### config.mk
export PLATFORM = sky130hd
export DESIGN_NAME = reg_spill_fill
export DESIGN_NICKNAME = d
export VERILOG_FILES = /design/src/rtl/reg_spill_fill.sv
export SDC_FILE = /design/constraint.sdc
export NUM_CORES = 1
export LEC_CHECK = 0
export BUFFER_PORTS_ARGS = -buffer_cell sky130_fd_sc_hd__buf_2
export CELL_PAD_IN_SITES_DETAIL_PLACEMENT = 1
export CELL_PAD_IN_SITES_GLOBAL_PLACEMENT = 1
export CORE_AREA = 2 2 59 61
export DETAILED_ROUTE_END_ITERATION = 7
export DIE_AREA = 0 0 61 63
export PLACE_DENSITY = 0.81
export SLEW_MARGIN = 20
export SYNTH_ARGS = -nofsm -noshare
export SYNTH_HDL_FRONTEND = slang
export SYNTH_SLANG_ARGS = --single-unit
### constraint.sdc
create_clock -name Clk -period 4.4 [get_ports Clk]
set_input_delay 0 -clock Clk [delete_from_list [all_inputs] [get_ports Clk]]
set_output_delay 0 -clock Clk [all_outputs]
set_load 0.01 [all_outputs]
### src/rtl/reg_spill_fill.sv
// Spills the register file to data memory or fills it back from memory at a block base address.
// Strobes and pointers decode from registered state only; Start never reaches an output combinationally.
module reg_spill_fill #(
   parameter int NREGS      = 4,
   parameter int AW         = 2,
   parameter int DW         = 8,
   parameter int MAW        = 8,
   parameter int MEM_RD_LAT = 1
) (
   input  logic           Clk,
   input  logic           Reset,
   input  logic           Start,
   input  logic           Dir,
   input  logic [MAW-1:0] BaseAddr,
   output logic           Busy,
   output logic           Done,
   output logic [AW-1:0]  RfRa,
   input  logic [DW-1:0]  RfRdat,
   output logic           RfWen,
   output logic [AW-1:0]  RfWd,
   output logic [DW-1:0]  RfWdat,
   output logic [MAW-1:0] MemAddr,
   output logic           MemWen,
   output logic [DW-1:0]  MemWdat,
   output logic           MemRen,
   input  logic [DW-1:0]  MemRdat
);

   typedef enum logic [2:0] {
      S_IDLE, S_SPILL, S_FILL_REQ, S_FILL_WAIT, S_FILL_WR, S_DONE
   } state_e;

   // FILL_WAIT lasts MEM_RD_LAT-1 cycles, so the counter only spans 0..MEM_RD_LAT-2.
   localparam int             CW        = (MEM_RD_LAT > 2) ? $clog2(MEM_RD_LAT - 1) : 1;
   localparam logic [CW-1:0]  WAIT_LAST = CW'((MEM_RD_LAT > 1) ? (MEM_RD_LAT - 2) : 0);
   localparam logic [AW-1:0]  IDX_LAST  = AW'(NREGS - 1);
   localparam bit             LAT1      = (MEM_RD_LAT == 1);

   state_e         state_q, state_d;
   logic [AW-1:0]  idx_q, idx_d;
   logic [CW-1:0]  cnt_q, cnt_d;
   logic [MAW-1:0] base_q, base_d;
   logic [MAW-1:0] blk_addr;

   always_ff @(posedge Clk or posedge Reset) begin
      if (Reset) begin
         state_q <= S_IDLE;
         idx_q   <= '0;
         cnt_q   <= '0;
         base_q  <= '0;
      end else begin
         state_q <= state_d;
         idx_q   <= idx_d;
         cnt_q   <= cnt_d;
         base_q  <= base_d;
      end
   end

   // Direction is captured by which active state Start leads to, so no separate Dir register is kept.
   always_comb begin
      state_d = state_q;
      idx_d   = idx_q;
      cnt_d   = cnt_q;
      base_d  = base_q;
      case (state_q)
         S_IDLE: begin
            if (Start) begin
               base_d  = BaseAddr;
               idx_d   = '0;
               cnt_d   = '0;
               state_d = Dir ? S_FILL_REQ : S_SPILL;
            end
         end
         S_SPILL: begin
            if (idx_q == IDX_LAST) state_d = S_DONE;
            else                   idx_d   = idx_q + AW'(1);
         end
         S_FILL_REQ: begin
            cnt_d   = '0;
            state_d = LAT1 ? S_FILL_WR : S_FILL_WAIT;
         end
         S_FILL_WAIT: begin
            if (cnt_q == WAIT_LAST) state_d = S_FILL_WR;
            else                    cnt_d   = cnt_q + CW'(1);
         end
         S_FILL_WR: begin
            if (idx_q == IDX_LAST) begin
               state_d = S_DONE;
            end else begin
               idx_d   = idx_q + AW'(1);
               state_d = S_FILL_REQ;
            end
         end
         S_DONE: begin
            idx_d   = '0;
            state_d = S_IDLE;
         end
         default: state_d = S_IDLE;
      endcase
   end

   // Block address wraps modulo 2**MAW.
   assign blk_addr = base_q + MAW'(idx_q);

   always_comb begin
      Busy    = 1'b0;
      Done    = 1'b0;
      RfRa    = '0;
      RfWen   = 1'b0;
      RfWd    = '0;
      RfWdat  = '0;
      MemAddr = '0;
      MemWen  = 1'b0;
      MemWdat = '0;
      MemRen  = 1'b0;
      case (state_q)
         S_SPILL: begin
            Busy    = 1'b1;
            RfRa    = idx_q;
            MemAddr = blk_addr;
            MemWdat = RfRdat;
            MemWen  = 1'b1;
         end
         S_FILL_REQ: begin
            Busy    = 1'b1;
            MemAddr = blk_addr;
            MemRen  = 1'b1;
         end
         S_FILL_WAIT: Busy = 1'b1;
         S_FILL_WR: begin
            Busy   = 1'b1;
            RfWen  = 1'b1;
            RfWd   = idx_q;
            RfWdat = MemRdat;
         end
         S_DONE:  Done = 1'b1;
         default: ;
      endcase
   end

endmodule
==> summary.txt, run 1 <==
Setup path
  • CP required: approximately 4.4 ns
  • Reg2reg end: idx_q[0]$_DFFE_PP0P_
  • Reg-to-Reg Start: state_q[2]$_DFFE_PP0P_
  • Crit path launch type: register
  • Highest-delay cell along the critical path: nor3b_1
  • Crit end category: output pin
  • CP startpoint: state_q[2]$_DFFE_PP0P_
  • Reg2Reg Depth: 3
  • R2R Setup Slk: around 2.5 ns
  • Arr. time, crit path: roughly 2.2 ns
  • Critical path cell sequence: nor3b_1 -> and2_1 -> buf_2
  • CP max stage delay: between 0.8 and 0.9 ns
  • Critical path class: reg2out
  • CP Max Fanout: 24

STA
  • RSZ-0062 raised after global routing: no
  • Worst-Margin Slew: 0.893 ns
  • Skew final: 0.0116 ns
  • Final hold violation count: 0
  • Min cycle time layout: about 2.2 ns
  • Final period util: 49.0%
  • Setup TNS: 0 ns
  • Fmax: 0.464 GHz
  • Setup-failing EPs final: 0
  • Fin. max-slew vios: 0
  • Max_slew headroom: between 40% and 50%

Die
  • Ports: 61
  • Die W: 61 µm
  • Die Ht: approximately 63 µm
  • Core ar.: 0.00323 mm²
  • Core Rows: 21
  • Initial Util: 29.6%
  • Total Die Area: 0.00384 mm²

Synthesis
  • Largest family of logic cells by synthesized area: simple AND/OR/NAND/NOR gates
  • Sequential area share after synthesis: 34.0%
  • Post-Synth Simple-Gate Area: roughly 29%
  • Netlist cell types: 27
  • Post-Syn Area per Cell: 9.10 µm²
  • Mapped Nets: 137
  • Post-Syn Area: about 960 µm²
  • Mux contribution to synthesized area: between 10% and 20%
  • Number of flops mapped to enable cells by yosys: 0
  • XOR/XNOR Fraction of Synth Area: approximately 6.4%
  • Ys Warns: 0
  • #FFs+latches synth: 13
  • Post-synthesis compound-gate area fraction: 6.68%
  • Mapped Cells: about 110
  • Async S/R FF share, synth: 100%
  • Post-Synth Adder-Cell Area: 6.02%
  • Most used DFF post-synth: dfrtp_1

Drt
  • DRC violations left: 0
  • Routed len/inst: between 15 and 20 µm
  • Vias per std cell: 4.67
  • Iteration-0 DRC Markers: 23
  • Drt pass-1 iters: 4
  • Final ANT Viol Nets: 0
  • WL final: 3320 µm
  • DR vias: 1,018

Hold path
  • Hold Crit Depth: 4
  • Min-delay src: Dir
  • WHS Endpoint: state_q[1]$_DFFE_PP0P_
  • Worst Hold Class: in2reg

Place
  • PortBufs: 60
  • Post-DP HPWL: 2430 µm
  • GP Congestion: 0.775

Global routing
  • Total track usage: roughly 18%
  • Number of global-route vias before repair: 1,084
  • Grt ovf: 0
  • First-pass GRT wire length: 5290 µm
  • Largest net degree at the start of global routing: 25
  • Initial antenna violation count: 0

Final layout
  • Final net count: 205
  • Final Util: 43.4%
  • Ant. Diodes: 0
  • Share of layout cells above drive strength 1: 42.4%
  • Most frequent cells in the layout: buf_2 (60), dfrtp_1 (13), nor2_1 (12), and3_1 (12)
  • Fillers: 427
  • Most common cell after layout, fill and taps aside: buf_2
  • Area Growth Syn to Fin: 46.9%

Clocking
  • Resize count post-CTS: 0
  • Clock transition at path regs: 0.09 ns
  • CTS sink cnt: 13
  • Htree depth: 1
  • CTS root buf: clkbuf_4
  • Worst-skew pair later-pin latency: approximately 0.29 ns
  • Hold-fix buffers, CTS: 9
  • Num CTS Buffers: 3
  • Post-CTS Setup Bufs: 0
  • CTS tree: done
  • Max clock buf depth: 2

Run
  • Max-cap violations: 0

Pwr
  • Worst vdd ir: between 0.2 and 0.25 mV
  • Pwr Density: between 500 and 600 mW/mm²
  • Leak Pwr: 0.776 nW

Outcome
  • Outcome: completed
==> where the power goes <==
part | switching, mW | internal (mW) | leakage [nW]
logic | 0.251 | 0.230 | 0.602
registers | 0.104 | 0.173 | 0.159
clock network | 0.0436 | 0.0352 | 0.0150
==> synth_stat cells (3+ instances only) <==
| master | n | area, µm² |
|---|---|---|
| a21oi_1 | 4 | 20.0 |
| and2_1 | 9 | 56.3 |
| and3_1 | 12 | 75.1 |
| buf_2 | 3 | 15.0 |
| clkbuf_1 | 3 | 11.3 |
| dfrtp_1 | 13 | 325 |
| ha_1 | 3 | 37.5 |
| inv_1 | 7 | 26.3 |
| mux2_2 | 9 | 101 |
| nand2_1 | 3 | 11.3 |
| nor2_1 | 12 | 45.0 |
| nor3_1 | 3 | 15.0 |
| xnor2_1 | 3 | 26.3 |
| xor2_1 | 4 | 35.0 |
==> layout make-up <==
class                   count  area [µm²]  share of cell area, %
well taps                  46        57.6                   4.10
flip-flops and latches     13         325                   23.2
clock buffers               4        26.3                   1.87
inverters                   7        26.3                   1.87
multi-input cells          79         578                   41.2
repair buffers             69         390                   27.8
==> stage by stage <==
step | instances | cell area [µm²] | hold WS (ns) | worst slack (ns) | power, mW
final | 218 | 1400 | 0.0819 | 2.24 | 0.836
after CTS | 218 | 1400 | 0.105 | 2.26 | 0.830
after global placement | 205 | 1290 | 0.0313 | 2.67 | 0.710
after global routing | 218 | 1400 | 0.0880 | 2.07 | 0.911
after floorplan | 105 | 956 | -0.123 | 2.99 | 0.575
after detailed placement | 205 | 1290 | 0.0481 | 2.47 | 0.746
==> how the worst max path moves through the flow <==
stage	endpoint	cells past startpoint	slack (ns)
floorplan	base_q[0]$_DFFE_PP0P_	3	2.99
global placement	base_q[7]$_DFFE_PP0P_	2	2.67
detailed placement	idx_q[0]$_DFFE_PP0P_	3	2.47
CTS	MemWdat[0]	3	2.26
global route	MemWdat[0]	3	2.07
finish	MemWdat[0]	3	2.24
==> registers in the layout, summed over array words and instances, names as in the netlist <==
name and cells:
idx_q 2, base_q 8, state_q 3
==> critical path, delay by kind of cell (launching register included) <==
kind          cells  cell delay [ns]
simple gates      2             1.09
flops             1             0.64
buf+inv           1             0.15
==> metal layers <==
| layer | track usage (%) | vias to the layer above | wire (µm) | share of wire (%) |
|---|---|---|---|---|
| li1 | - | 492 | - | - |
| met1 | 19.5 | 489 | 1260 | 38 |
| met2 | 35.2 | 31 | 1860 | 56 |
| met3 | 2.28 | 6 | 122 | 3.7 |
| met4 | 6.79 | 0 | 77 | 2.3 |
| met5 | 0 | - | 0 | 0 |
==> cells by family (layout without fill, tap and decap cells) <==
kind of cell	after synthesis	count (layout)
fa+ha+maj	4	4
xor+xnor	7	7
mux	11	11
simple gates	47	47
buf+inv	13	80
flops	13	13
compound gates	10	10
Note: power is estimated with default switching activity, not from simulation.
==> inputs of run 2 (changes only) <==
--- a/config.mk
+++ b/config.mk
@@ -5,13 +5,14 @@
 export SDC_FILE = /design/constraint.sdc
 export NUM_CORES = 1
 export LEC_CHECK = 0
+export ABC_AREA = 1
 export BUFFER_PORTS_ARGS = -buffer_cell sky130_fd_sc_hd__buf_2
 export CELL_PAD_IN_SITES_DETAIL_PLACEMENT = 1
 export CELL_PAD_IN_SITES_GLOBAL_PLACEMENT = 1
-export CORE_AREA = 2 2 59 61
+export CORE_AREA = 2 2 64 66
 export DETAILED_ROUTE_END_ITERATION = 7
-export DIE_AREA = 0 0 61 63
-export PLACE_DENSITY = 0.81
+export DIE_AREA = 0 0 66 68
+export PLACE_DENSITY = 0.78
 export SLEW_MARGIN = 20
 export SYNTH_ARGS = -nofsm -noshare
 export SYNTH_HDL_FRONTEND = slang
==> constraint.sdc (replaced) <==
create_clock -name Clk -period 2.12 [get_ports Clk]
set_input_delay 0 -clock Clk [delete_from_list [all_inputs] [get_ports Clk]]
set_output_delay 0 -clock Clk [all_outputs]
set_load 0.01 [all_outputs]
==> run 2 against run 1 <==
Worst setup slack got worse by 1.9 ns. Register-to-register slack got worse by 1.6 ns. Total power increased by 140%. Synthesized cell count increased by 56%. Wire length decreased by 8.1%. First-iteration DRC count decreased by 48%. Flip-flop and latch count unchanged. Clock skew decreased by 0.010 ns. Combinational power increased to 2.6 times the previous value. Area after synthesis increased by 7.6%. Non-clock buffer count decreased by 3. Highest routed layer unchanged.
==> summary.txt, run 2 <==
Synthesis
  • Most used DFF post-synth: dfrtp_1 (unchanged)
  • Post-synth top cells: nand2_1 (39), inv_1 (33), nor2_1 (33) (was dfrtp_1 (13), and3_1 (12), nor2_1 (12))
  • Mapped Nets: 196 (was 137)
  • Mapped Cells: 164 (was 105)
  • Async S/R FF share, synth: 100% (unchanged)
  • Post-synth top area cell: dfrtp_1 (unchanged)
  • #FFs+latches synth: 13 (unchanged)
  • Yosys top cell area share: 31.6% (was 34.0%)
  • Sequential area share after synthesis: 31.6% (was 34.0%)
  • Netlist cell types: 22 (was 27)
  • Post-Syn Area: 0.00103 mm² (was 956 µm²)
  • Number of flops mapped to enable cells by yosys: 0 (unchanged)
  • Cell with the most instances after synthesis: nand2_1 (was dfrtp_1)
  • Top post-synthesis cells by area: dfrtp_1 (32%), nand2_1 (14%), inv_1 (12%), nor2_1 (12%), nand3_1 (5.8%) (was dfrtp_1 (34%), mux2_2 (11%), and3_1 (7.9%), and2_1 (5.9%), nor2_1 (4.7%))
  • Ys Warns: 0 (unchanged)
  • Post-Syn Area per Cell: 6.27 µm² (was 9.10 µm²)

STA
  • Skew final: 0.00158 ns (was 0.0116 ns)
  • Max_slew headroom: 67.1% (was 40.3%)
  • Fmax: 0.549 GHz
  • RSZ-0062 raised after global routing: no (unchanged)
  • Final hold violation count: 0 (unchanged)
  • Worst-Margin Slew: 0.492 ns (was 0.893 ns)
  • Setup TNS: 0 ns (unchanged)
  • Fin. max-slew vios: 0 (unchanged)
  • Setup-failing EPs final: 0 (unchanged)
  • Hold slack: 0.0136 ns (was 0.0819 ns)
  • Final period util: 85.8%
  • Min cycle time layout: approximately 1.8 ns

Pwr
  • Worst vdd ir: 0.644 mV (was 0.236 mV)
  • Leak Pwr: 0.951 nW (was 0.776 nW)
  • Pwr Density: 1350 mW/mm² (was 596 mW/mm²)

Drt
  • Final ANT Viol Nets: 0 (unchanged)
  • DR vias: 1,220 (was 1,018)
  • Vias per std cell: 4.34 (was 4.67)
  • Iteration-0 DRC Markers: 12 (was 23)
  • DRC violations left: 0 (unchanged)
  • Routed len/inst: 10.9 µm (was 15.2 µm)
  • WL final: 3050 µm (was 3320 µm)
  • Drt pass-1 iters: 4 (unchanged)

Final layout
  • Post-layout instance area: 0.00148 mm² (was 0.00140 mm²)
  • Top flop regs: base_q (8), state_q (3), idx_q (2) (unchanged)
  • Most common cell after layout, fill and taps aside: buf_2 (unchanged)
  • Max reg flops: 8 (unchanged)
  • Share of layout cells above drive strength 1: 32.5% (was 42.4%)
  • Biggest register: base_q (unchanged)
  • Ant. Diodes: 0 (unchanged)
  • Most frequent cells in the layout: buf_2 (60), nand2_1 (39), inv_1 (33), nor2_1 (33), dfrtp_1 (13) (was buf_2 (60), dfrtp_1 (13), nor2_1 (12), and3_1 (12))
  • Final net count: 264 (was 205)
  • Area Growth Syn to Fin: 44.0% (was 46.9%)
  • Fillers: 532 (was 427)

Global routing
  • Grt ovf: 0 (unchanged)
  • Number of global-route vias before repair: 1,203 (was 1,084)
  • First-pass GRT wire length: 5240 µm (was 5290 µm)
  • Largest net degree at the start of global routing: 16 (was 25)
  • Total track usage: 15.0% (was 18.5%)
  • Initial antenna violation count: 0 (unchanged)

Hold path
  • WHS Endpoint: base_q[1]$_DFFE_PP0P_ (was state_q[1]$_DFFE_PP0P_)
  • Min-delay src: BaseAddr[1] (was Dir)
  • Hold Crit Depth: 3 (was 4)
  • Worst Hold Class: in2reg (unchanged)

Setup path
  • Reg2reg end: idx_q[1]$_DFFE_PP0P_ (was idx_q[0]$_DFFE_PP0P_)
  • Critical path cell sequence: ha_1 -> nand2_1 -> a21boi_0 -> nand3_1 -> nand2_1 -> nor2_1 -> buf_2 (was nor3b_1 -> and2_1 -> buf_2)
  • CP required: 2.12 ns (was 4.40 ns)
  • Worst path most repeated cell: nand2_1
  • Arr. time, crit path: 1.82 ns (was 2.16 ns)
  • Highest-delay cell along the critical path: dfrtp_1 (was nor3b_1)
  • Crit path launch type: register (unchanged)
  • Reg2Reg Depth: 7 (was 3)
  • Reg-to-Reg Start: state_q[0]$_DFFE_PP0P_ (was state_q[2]$_DFFE_PP0P_)
  • CP max stage delay: 0.44 ns (was 0.84 ns)
  • Crit end category: output pin (unchanged)
  • CP Max Fanout: 5 (was 24)
  • R2R Setup Slk: 0.82 ns (was 2.46 ns)
  • Critical path class: reg2out (unchanged)

Clocking
  • Max clock buf depth: 2 (unchanged)
  • Worst-skew pair later-pin latency: 0.24 ns (was 0.29 ns)
  • Clock transition at path regs: 0.05 ns (was 0.09 ns)
  • CTS sink cnt: 13 (unchanged)
  • Num CTS Buffers: 3 (unchanged)
  • Htree depth: 1 (unchanged)
  • CTS tree: done (unchanged)
  • CTS root buf: clkbuf_8 (was clkbuf_4)

Die
  • Initial Util: 26.7% (was 29.6%)
  • Total Die Area: 0.00449 mm² (was 0.00384 mm²)
  • Core ar.: 0.00386 mm² (was 0.00323 mm²)
  • Die W: 66 µm (was 61 µm)
  • Core Rows: 23 (was 21)
  • Ports: 61 (unchanged)
  • Die Ht: 68 µm (was 63 µm)

Place
  • Post-DP HPWL: 2570 µm (was 2430 µm)
  • Post-DP Area: 0.00138 mm² (was 0.00129 mm²)
  • GP Congestion: 0.758 (was 0.775)
  • PortBufs: 60 (unchanged)

Outcome
  • Outcome: completed (unchanged)

Run
  • Max-cap violations: 0 (unchanged)
run 2: layout make-up:
| type | count | area, µm² | share of cell area (%) |
|---|---|---|---|
| Sequential cell | 13 | 325 | 22.0 |
| Clock buffer | 4 | 45.0 | 3.04 |
| Tap cell | 50 | 62.6 | 4.22 |
| Inverter | 36 | 135 | 9.12 |
| Timing Repair Buffer | 66 | 360 | 24.3 |
| Multi-Input combinational cell | 112 | 553 | 37.3 |
run 2: worst max-delay path: cells and delay by family, from the launching register on:
| kind | cells | cell delay, ns |
|---|---|---|
| AO/OA/AOI/OAI | 1 | 0.37 |
| adder cells (fa/ha/maj) | 1 | 0.31 |
| buffers and inverters | 1 | 0.12 |
| flip-flops | 1 | 0.44 |
| AND/OR/NAND/NOR | 4 | 0.33 |
run 2: worst max-delay path by stage:
stage	startpoint	end	slack, ns	cells after the start
after floorplan	idx_q[0]$_DFFE_PP0P_	MemAddr[6]	0.71	7
after global placement	idx_q[1]$_DFFE_PP0P_	MemAddr[3]	0.59	6
after detailed placement	idx_q[1]$_DFFE_PP0P_	MemAddr[5]	0.53	7
after CTS	idx_q[1]$_DFFE_PP0P_	MemAddr[5]	0.26	7
after global routing	idx_q[1]$_DFFE_PP0P_	MemAddr[7]	0.16	6
final	idx_q[1]$_DFFE_PP0P_	MemAddr[5]	0.30	7
run 2: repair_timing:
item / in CTS / in global routing
buffers inserted: 0 / 0
hold buffers: 6 / 0
gates resized for setup: 0 / 0
hold endpoints to repair: 18 / 0
run 2: through the flow:
step	power (mW)	worst slack (ns)	utilization, %	cells
CTS	2.05	0.263	38.4	281
floorplan	1.37	0.708	-	164
finish	2.00	0.300	38.4	281
global placement	1.77	0.593	35.7	271
global route	2.24	0.156	38.4	281
detailed placement	1.81	0.527	35.7	271
run 2: cell families after synthesis:
group | after synthesis | synth area share (%)
fa+ha+maj | 4 | 5.60
simple gates | 96 | 41.5
compound gates | 12 | 6.69
buf+inv | 39 | 14.6
flops | 13 | 31.6
run 2: per-layer routing:
metal | wire, µm | global-route usage (%) | up-vias
met5 | 0 | 0 | -
met4 | 19 | 2.30 | 0
met3 | 100 | 3.13 | 2
met2 | 1690 | 28.9 | 20
met1 | 1250 | 17.3 | 569
li1 | - | - | 629
run 2: where the power goes:
group          internal [mW]  leakage, nW  switching (mW)
clock                  0.132       0.0228          0.0809
sequential             0.368        0.161           0.151
combinational          0.472        0.768           0.794
total                  0.973        0.951            1.03
